**config.mk**
```make
export PLATFORM = sky130hd
export DESIGN_NAME = jt900h_div
export DESIGN_NICKNAME = d
export VERILOG_FILES = /design/src/rtl/jt900h_div_pkg.sv /design/src/rtl/jt900h_div.sv
export SDC_FILE = /design/constraint.sdc
export NUM_CORES = 1
export LEC_CHECK = 0
export CORE_MARGIN = 2
export CORE_UTILIZATION = 48
export CTS_CLUSTER_SIZE = 25
export DETAILED_ROUTE_END_ITERATION = 8
export PLACE_DENSITY_LB_ADDON = 0.25
export SYNTH_ARGS = -nofsm -noshare
export SYNTH_HDL_FRONTEND = slang
export SYNTH_SLANG_ARGS = --single-unit
```
**constraint.sdc**
```tcl
create_clock -name clk -period 9.4 [get_ports clk]
set_clock_uncertainty 0.2 [all_clocks]
set_input_delay 0.94 -clock clk [delete_from_list [all_inputs] [get_ports clk]]
set_output_delay 0.94 -clock clk [all_outputs]
set_load 0.01 [all_outputs]
```
**src/rtl/jt900h_div_pkg.sv**
```systemverilog
// Shared definitions for the TLCS-900H DIV/DIVS sequential divider.
// State encodings, latched control bundle and magnitude helpers.
package jt900h_div_pkg;

  localparam logic [1:0] DIV_IDLE = 2'd0;
  localparam logic [1:0] DIV_ZCHK = 2'd1;
  localparam logic [1:0] DIV_ITER = 2'd2;
  localparam logic [1:0] DIV_FIX  = 2'd3;

  typedef struct packed {
    logic wmode;
    logic sgn;
    logic dsign;
    logic qsign;
  } div_ctl_t;

  function automatic logic [7:0] abs8(
    input logic [7:0] x,
    input logic       s
  );
    return (s && x[7]) ? -x : x;
  endfunction

  function automatic logic [15:0] abs16(
    input logic [15:0] x,
    input logic        s
  );
    return (s && x[15]) ? -x : x;
  endfunction

  function automatic logic [31:0] abs32(
    input logic [31:0] x,
    input logic        s
  );
    return (s && x[31]) ? -x : x;
  endfunction

endpackage

```
**src/rtl/jt900h_div.sv**
```systemverilog
// TLCS-900H DIV/DIVS unit: restoring division on magnitudes,
// one quotient bit per enabled clock, sign fix-up at the end.
module jt900h_div
  import jt900h_div_pkg::*;
(
  input  logic        rst,
  input  logic        clk,
  input  logic        cen,
  input  logic        start,
  input  logic        sign,
  input  logic [1:0]  w,
  input  logic [31:0] op0,
  input  logic [15:0] op1,
  output logic        busy,
  output logic        done,
  output logic [31:0] dout,
  output logic        v
);

  logic [1:0]  st;
  div_ctl_t    ctl;
  logic [31:0] acc;
  logic [15:0] dvs;
  logic [3:0]  cnt;
  logic        ovf;
  logic        zdiv;

  logic        valid;
  logic        msb_d;
  logic        msb_s;
  logic [31:0] mag_d;
  logic [15:0] mag_s;

  assign valid = (w == 2'b01) || (w == 2'b10);
  assign msb_d = w[0] ? op0[15] : op0[31];
  assign msb_s = w[0] ? op1[7]  : op1[15];
  assign mag_d = w[0] ? {16'd0, abs16(op0[15:0], sign)}
                      : abs32(op0, sign);
  assign mag_s = w[0] ? {8'd0, abs8(op1[7:0], sign)}
                      : abs16(op1, sign);

  // acc holds {rem, dividend/quotient}; byte mode uses acc[15:0]
  logic [16:0] part;
  logic [15:0] diff;
  logic [15:0] rem_n;
  logic        take;
  logic [31:0] acc_n;

  assign part  = ctl.wmode ? acc[31:15] : {8'd0, acc[15:7]};
  assign take  = part >= {1'b0, dvs};
  assign diff  = part[15:0] - dvs;
  assign rem_n = take ? diff : part[15:0];
  assign acc_n = ctl.wmode
               ? {rem_n, acc[14:0], take}
               : {16'd0, rem_n[7:0], acc[6:0], take};

  logic        ovf_n;
  logic [15:0] rawlo;
  logic [31:0] zacc;

  assign ovf_n = ctl.wmode ? (acc[31:16] >= dvs)
                           : (acc[15:8] >= dvs[7:0]);
  // undo the magnitude to recover the raw dividend low bits
  assign rawlo = ctl.dsign ? -acc[15:0] : acc[15:0];
  assign zacc  = ctl.wmode ? {rawlo, 16'hFFFF}
                           : {16'd0, rawlo[7:0], 8'hFF};

  logic [15:0] q;
  logic [15:0] r;
  logic [15:0] half;
  logic [15:0] qf;
  logic [15:0] rf;
  logic        sovf;
  logic [31:0] fix_d;

  assign q     = ctl.wmode ? acc[15:0]  : {8'd0, acc[7:0]};
  assign r     = ctl.wmode ? acc[31:16] : {8'd0, acc[15:8]};
  assign half  = ctl.wmode ? 16'h8000 : 16'h0080;
  assign sovf  = ctl.sgn & (ctl.qsign ? (q > half)
                                      : (q >= half));
  assign qf    = ctl.qsign ? -q : q;
  assign rf    = ctl.dsign ? -r : r;
  assign fix_d = ctl.wmode ? {rf, qf}
                           : {16'd0, rf[7:0], qf[7:0]};

  // busy stays high through the done pulse
  assign busy = (st != DIV_IDLE) || done;

  always_ff @(posedge clk or posedge rst) begin
    if (rst) begin
      st   <= DIV_IDLE;
      ctl  <= '0;
      acc  <= '0;
      dvs  <= '0;
      cnt  <= '0;
      ovf  <= 1'b0;
      zdiv <= 1'b0;
      done <= 1'b0;
      dout <= '0;
      v    <= 1'b0;
    end else if (cen) begin
      done <= 1'b0;
      unique case (st)
        DIV_IDLE: begin
          if (start && valid && !done) begin
            ctl.wmode <= w[1];
            ctl.sgn   <= sign;
            ctl.dsign <= sign & msb_d;
            ctl.qsign <= sign & (msb_d ^ msb_s);
            acc       <= mag_d;
            dvs       <= mag_s;
            st        <= DIV_ZCHK;
          end
        end
        DIV_ZCHK: begin
          if (dvs == 16'd0) begin
            zdiv <= 1'b1;
            acc  <= zacc;
            st   <= DIV_FIX;
          end else begin
            zdiv <= 1'b0;
            ovf  <= ovf_n;
            cnt  <= ctl.wmode ? 4'd15 : 4'd7;
            st   <= DIV_ITER;
          end
        end
        DIV_ITER: begin
          acc <= acc_n;
          cnt <= cnt - 4'd1;
          if (cnt == 4'd0) st <= DIV_FIX;
        end
        DIV_FIX: begin
          done <= 1'b1;
          v    <= zdiv | ovf | sovf;
          dout <= zdiv ? acc : fix_d;
          st   <= DIV_IDLE;
        end
      endcase
    end
  end

endmodule

```
After elaboration in Yosys (flattened, before gate mapping)
Cells that the tools add are included.
{ "totals": {"regBits": 94, "input_bits": 55, "output_inout_bits": 35, "elab_cells": 99} }
{ "classes": {"add_sub_neg": 9, "n_lt_le_gt_ge": 5, "n_eq_ne": 9, "muxes": 34, "bitwise": 7, "reduce_logical": 22} }
{ "op_table": {"columns": ["op", "count"], "rows": [
  ["two-way mux 32 bit", 8],
  ["two-way mux 16 bit", 10],
  ["case mux 32 bit (3 select lines)", 1],
  ["negator 16 bit", 5],
  ["greater-or-equal comparator 16 bit", 2],
  ["negator 32 bit", 1],
  ["greater-or-equal comparator 17 x 16 -> 1 bit", 1],
  ["two-way mux 17 bit", 1],
  ["> comparator 16 bit", 1],
  ["zero test 16 bit", 1],
  ["subtractor 16 bit", 1],
  ["AND reduction 3 bit", 4],
  ["greater-or-equal comparator 8 bit", 1],
  ["two-way mux 4 bit", 2],
  ["two-way mux 8 bit", 1],
  ["inequality test 2 bit (second input constant)", 4],
  ["negator 8 bit", 1],
  ["case mux 2 bit (4 select lines)", 1],
  ["case mux 4 bit (2 select lines)", 1],
  ["two-way mux 1 bit", 7],
  ["== test 2 bit (second input constant)", 3],
  ["logical AND 1 bit", 6],
  ["== test 2 x 1 -> 1 bit (second input constant)", 2],
  ["zero test 4 bit", 1],
  ["13 further kinds", 20]
]} }

Logic depth before layout (Yosys ltp)
{ "depth": {"depth_word": 6, "depth_mapped": 16, "ltp_nobuf": 11} }

Worst setup path before layout
No wires, ideal clock.
{ "synth_path": {"path_kind": "flip-flop to flip-flop", "startpoint": "register ctl[3] (netlist bit)", "endpoint": "register acc[21]", "setup_ns": 0.127, "arrival_ns": 3.315, "required_time_ns": 9.073, "setup_slack_ns": 5.758, "stages_incl_launch_ff": 16, "path_buffers": 5, "synth_period_minus_slack_ns": 3.642, "cell_sequence": "dfrtp_1 -> buf_2 -> buf_2 -> buf_2 -> buf_1 -> clkbuf_1 -> and2_1 -> ha_1 -> nand4_1 -> nor4_1 -> a21oi_1 -> and2_1 -> a21oi_4 -> mux2_2 -> a221oi_1 -> nor2_1"} }
{ "synth_between": {"elab_chain_len": 5, "word_cells_on_any_way": 8, "cone_classes": "add/sub (1); order compare (1); mux (6)"} }
{ "synth_lines": {"columns": ["element", "line", "source"], "rows": [
  ["start, declared", "jt900h_div.sv:21", "div_ctl_t ctl;"],
  ["two-way mux 17 bit", "jt900h_div.sv:49", "assign part = ctl.wmode ? acc[31:15] : {8'd0, acc[15:7]};"],
  ["subtractor 16 bit / greater-or-equal comparator 17 x 16 -> 1 bit (equally long branches)", "jt900h_div.sv:51, jt900h_div.sv:50", null],
  ["two-way mux 16 bit", "jt900h_div.sv:52", "assign rem_n = take ? diff : part[15:0];"],
  ["two-way mux 32 bit", "jt900h_div.sv:54", "? {rem_n, acc[14:0], take}"],
  ["case mux 32 bit (3 select lines) *", "jt900h_div.sv:103", "unique case (st)"],
  ["end signal, assigned", "jt900h_div.sv:110", "acc <= mag_d;"],
  ["end signal, assigned", "jt900h_div.sv:118", "acc <= zacc;"],
  ["end signal, assigned", "jt900h_div.sv:128", "acc <= acc_n;"],
  ["end, declared", "jt900h_div.sv:22", "logic [31:0] acc;"]
]} }
Mark *: on every way between the ends. The rest lies on a longest branch, timed or not. The select of a mux whose other input is x is not followed.
A chain may end at the register's enable or synchronous reset.

Worst setup path after layout
Same ends and word-level chain as after synthesis.

==> impl_metrics.env <==
export IMPL_slew_violations=0
export IMPL_syn_area_sq_um=8164
export IMPL_yosysUniqueCellTypes=76
export IMPL_core_sq_um=16580
export IMPL_syn_nets=1142
export IMPL_vias=7902
export IMPL_max_vdd_ir_drop_mv=0.1657
export IMPL_cts_setup_buffers=0
export IMPL_drc=0
export IMPL_finalSetupViolCount=0
export IMPL_antenna_found_initial=0
export IMPL_hp_class="flop to flop"
export IMPL_grt_pass1_wl_um=39990
export IMPL_synthToLayoutAreaGrowth_pct=15.56
export IMPL_grt_ovfl_total=0
export IMPL_path_cells="buf_4 > mux2_2 > ha_1 > nand3_2 > nor4_1 > a21oi_1 > and2_1 > a21oi_4 > mux2_2 > a221oi_1 > nor2_1"
export IMPL_multi_input_area_sq_um=5380
export IMPL_io_pin_count=90
export IMPL_max_cap_viol_count=0
export IMPL_io_buffers=89
export IMPL_die_w_um=134.4
export IMPL_crit_fanout=73
export IMPL_critPathTopFamily="multiplexers"
export IMPL_grt_pass1_vias=7243
export IMPL_htree_levels=3
export IMPL_drtIter0Drc=816
export IMPL_grt_usage_pct=28.19
export IMPL_cp_num_buf_inv=1
export IMPL_nFillCells=1598
export IMPL_synth_seq_cells=94
export IMPL_ctsResizeCount=0
export IMPL_ant_nets=0
export IMPL_post_route_util_pct=56.89
export IMPL_yosys_area_top_type="dfrtp_1"
export IMPL_cp_common_cell="mux2_2"
export IMPL_intPower_w=0.001838
export IMPL_cts_tree="yes"
export IMPL_drt_pre_antenna_iters=5
export IMPL_fmax_mhz=238.1
export IMPL_fin_crit_sh_pct=44.69
export IMPL_diodes=0
export IMPL_cp_slowest_cell="buf_4"
export IMPL_wl_um=24930
export IMPL_power_density_nw_per_um2=402.0
export IMPL_swShare_pct=51.53
export IMPL_critPathLaunchType="flop"
export IMPL_timing_final_ws_setup_ns=5.200
export IMPL_dpl_hpwl_um=19220
export IMPL_p_leak_nw=3.846
export IMPL_synth_area_leaders="dfrtp_1 29%, ha_1 7.7%, xnor2_1 6.1%"
export IMPL_yosysTopAreaCellShare_pct=28.81
export IMPL_root_buffer="clkbuf_16"
export IMPL_hold_slack_ns=0.2759
export IMPL_worstPathRequired_ns=9.44
export IMPL_avgRoutedWirePerCell_um=19.05
export IMPL_arrival_ns=4.24
export IMPL_final_seq_area_sq_um=2354
export IMPL_setup_tns_ns=0
export IMPL_cts_buffers=9
export IMPL_switching_power_w=0.001954
export IMPL_synth_cells=1036
export IMPL_cts_sinks=94
export IMPL_final_nets=1190
export IMPL_max_stage_delay_ns=0.56
export IMPL_clk_insertion_delay_late_ns=0.36
export IMPL_die_y_um=134.4
export IMPL_finalCriticalPeriod_ns=4.200
export IMPL_rsz0062_at_grt="false"
export IMPL_worst_pin_slew_ns=0.9043
export IMPL_end_kind="flop"
export IMPL_power_share_sequential_pct=23.0
export IMPL_synth_edf_count=0
export IMPL_gp_congestion=1.035
export IMPL_clock_path_buffers=2
export IMPL_yosysSeqAreaShare_pct=28.81
export IMPL_avgSynthCellArea_sq_um=7.880
export IMPL_status="finished, final reports clean"
export IMPL_max_slew_margin_pct=39.62
export IMPL_finalHoldViolCount=0
export IMPL_clkPwrFrac_pct=9.5
export IMPL_avgViaCountPerCell=6.037
export IMPL_pre_cts_ws_ns=5.236
export IMPL_initial_core_util_pct=49.23
export IMPL_ys_flop_type="dfrtp_1"
export IMPL_clk_pin_slew_ns=0.07
export IMPL_dieArea_sq_um=18070
export IMPL_grt_max_degree=74
export IMPL_fp_row_count=47
export IMPL_drive_gt1_share_pct=5.418
export IMPL_worstSetupPathType="flop to flop"
export IMPL_p_comb_share_pct=67.5
export IMPL_synthArstFlopShare_pct=100.0
export IMPL_holdBufCountCts=0
export IMPL_yosysWarnings=0
[final timing paths]
kind,startpoint,to,slack (ns),cells past startpoint
max,ctl[3],acc[21],5.20,11
min,dout[20],dout[20],0.28,2
max reg2reg,ctl[3],acc[21],5.20,11
min reg2reg,dout[20],dout[20],0.28,2
max in group asynchronous,rst,cnt[2],7.05,3
min in group asynchronous,rst,ovf,0.72,2
[metrics by stage]
step	power [W]	std cells	cell area, sq um
after floorplan	0.002633	1036	8164
after global placement	0.003358	1293	9149
after detailed placement	0.003368	1293	9149
after CTS	0.003743	1309	9434
after global routing	0.004079	1309	9434
final	0.003793	1309	9434
[flip-flops by register name (all words and copies together) (netlist names), 2 cells and up]
register	cells
acc	32
dout	32
cnt	4
dvs	16
ctl	4
st	2
[per-layer routing]
metal,global-route usage [%],part of all wire (%),vias up
li1,-,-,3807
met1,41.63,46,3668
met2,42.18,43,375
met3,4.384,8.4,52
met4,9.123,2.6,0
met5,0,0,-
[final cells by class]
| class | instances | share of cell area [%] |
|---|---|---|
| Clock buffer | 12 | 2.719 |
| Multi-Input combinational cell | 833 | 57.03 |
| Inverter | 48 | 1.923 |
| Timing Repair Buffer | 98 | 10.16 |
| Sequential cell | 94 | 24.95 |
| Clock inverter | 4 | 0.3050 |
| Tap cell | 220 | 2.918 |
[kinds of logic after synthesis]
group / Yosys count / share of synthesized area (%)
compound gates: 313 / 24.15
flops: 94 / 28.81
xor+xnor: 88 / 9.441
simple gates: 356 / 21.04
mux: 25 / 3.264
fa+ha+maj: 51 / 7.908
buf+inv: 109 / 5.379
[layout by cell type (no fill, tap or decap), types with 16 or more instances in the layout]
master	instances
xnor2_1	57
nand2b_1	20
o21ai_0	99
nor3_1	30
clkdlybuf4s50_1	89
inv_1	47
nand2_1	132
nand3_1	19
a21oi_1	69
nor2_1	79
xor2_1	31
dfrtp_1	93
ha_1	50
o211ai_1	16
o31ai_1	21
a31oi_1	16
[synth_stat cells, types with 6 or more instances]
| cell | instances |
|---|---|
| nand2_1 | 132 |
| o21ai_0 | 99 |
| dfrtp_1 | 94 |
| nor2_1 | 79 |
| a21oi_1 | 69 |
| xnor2_1 | 57 |
| ha_1 | 50 |
| inv_1 | 48 |
| clkbuf_1 | 46 |
| xor2_1 | 31 |
| nor3_1 | 30 |
| o31ai_1 | 21 |
| nand2b_1 | 20 |
| nand3_1 | 19 |
| a31oi_1 | 16 |
| o211ai_1 | 16 |
| a21o_1 | 15 |
| o22ai_1 | 15 |
| mux2_2 | 12 |
| mux2i_1 | 12 |
| and2_1 | 11 |
| nor2b_1 | 11 |
| nor4_1 | 11 |
| buf_2 | 9 |
| or3_1 | 9 |
| a221oi_1 | 8 |
| o21a_1 | 7 |
| o21ai_1 | 6 |
[power by group through the flow]
stage / Clock (W) / Sequential [W] / Combinational [W]
2_1_floorplan: 0 / 0.000746 / 0.00189
3_3_place_gp: 0 / 0.000865 / 0.00249
3_5_place_dp: 0 / 0.000871 / 0.00250
4_1_cts: 0.000366 / 0.000862 / 0.00252
5_1_grt: 0.000379 / 0.000893 / 0.00281
6_report: 0.000362 / 0.000872 / 0.00256
[tightest hold or removal path, delay by kind of cell, from the launching register on]
kind	cells	cell delay, ns
AO/OA/AOI/OAI	1	0.06
AND/OR/NAND/NOR	1	0.04
flip-flops	1	0.34
Note: power is estimated with default switching activity, not from simulation.
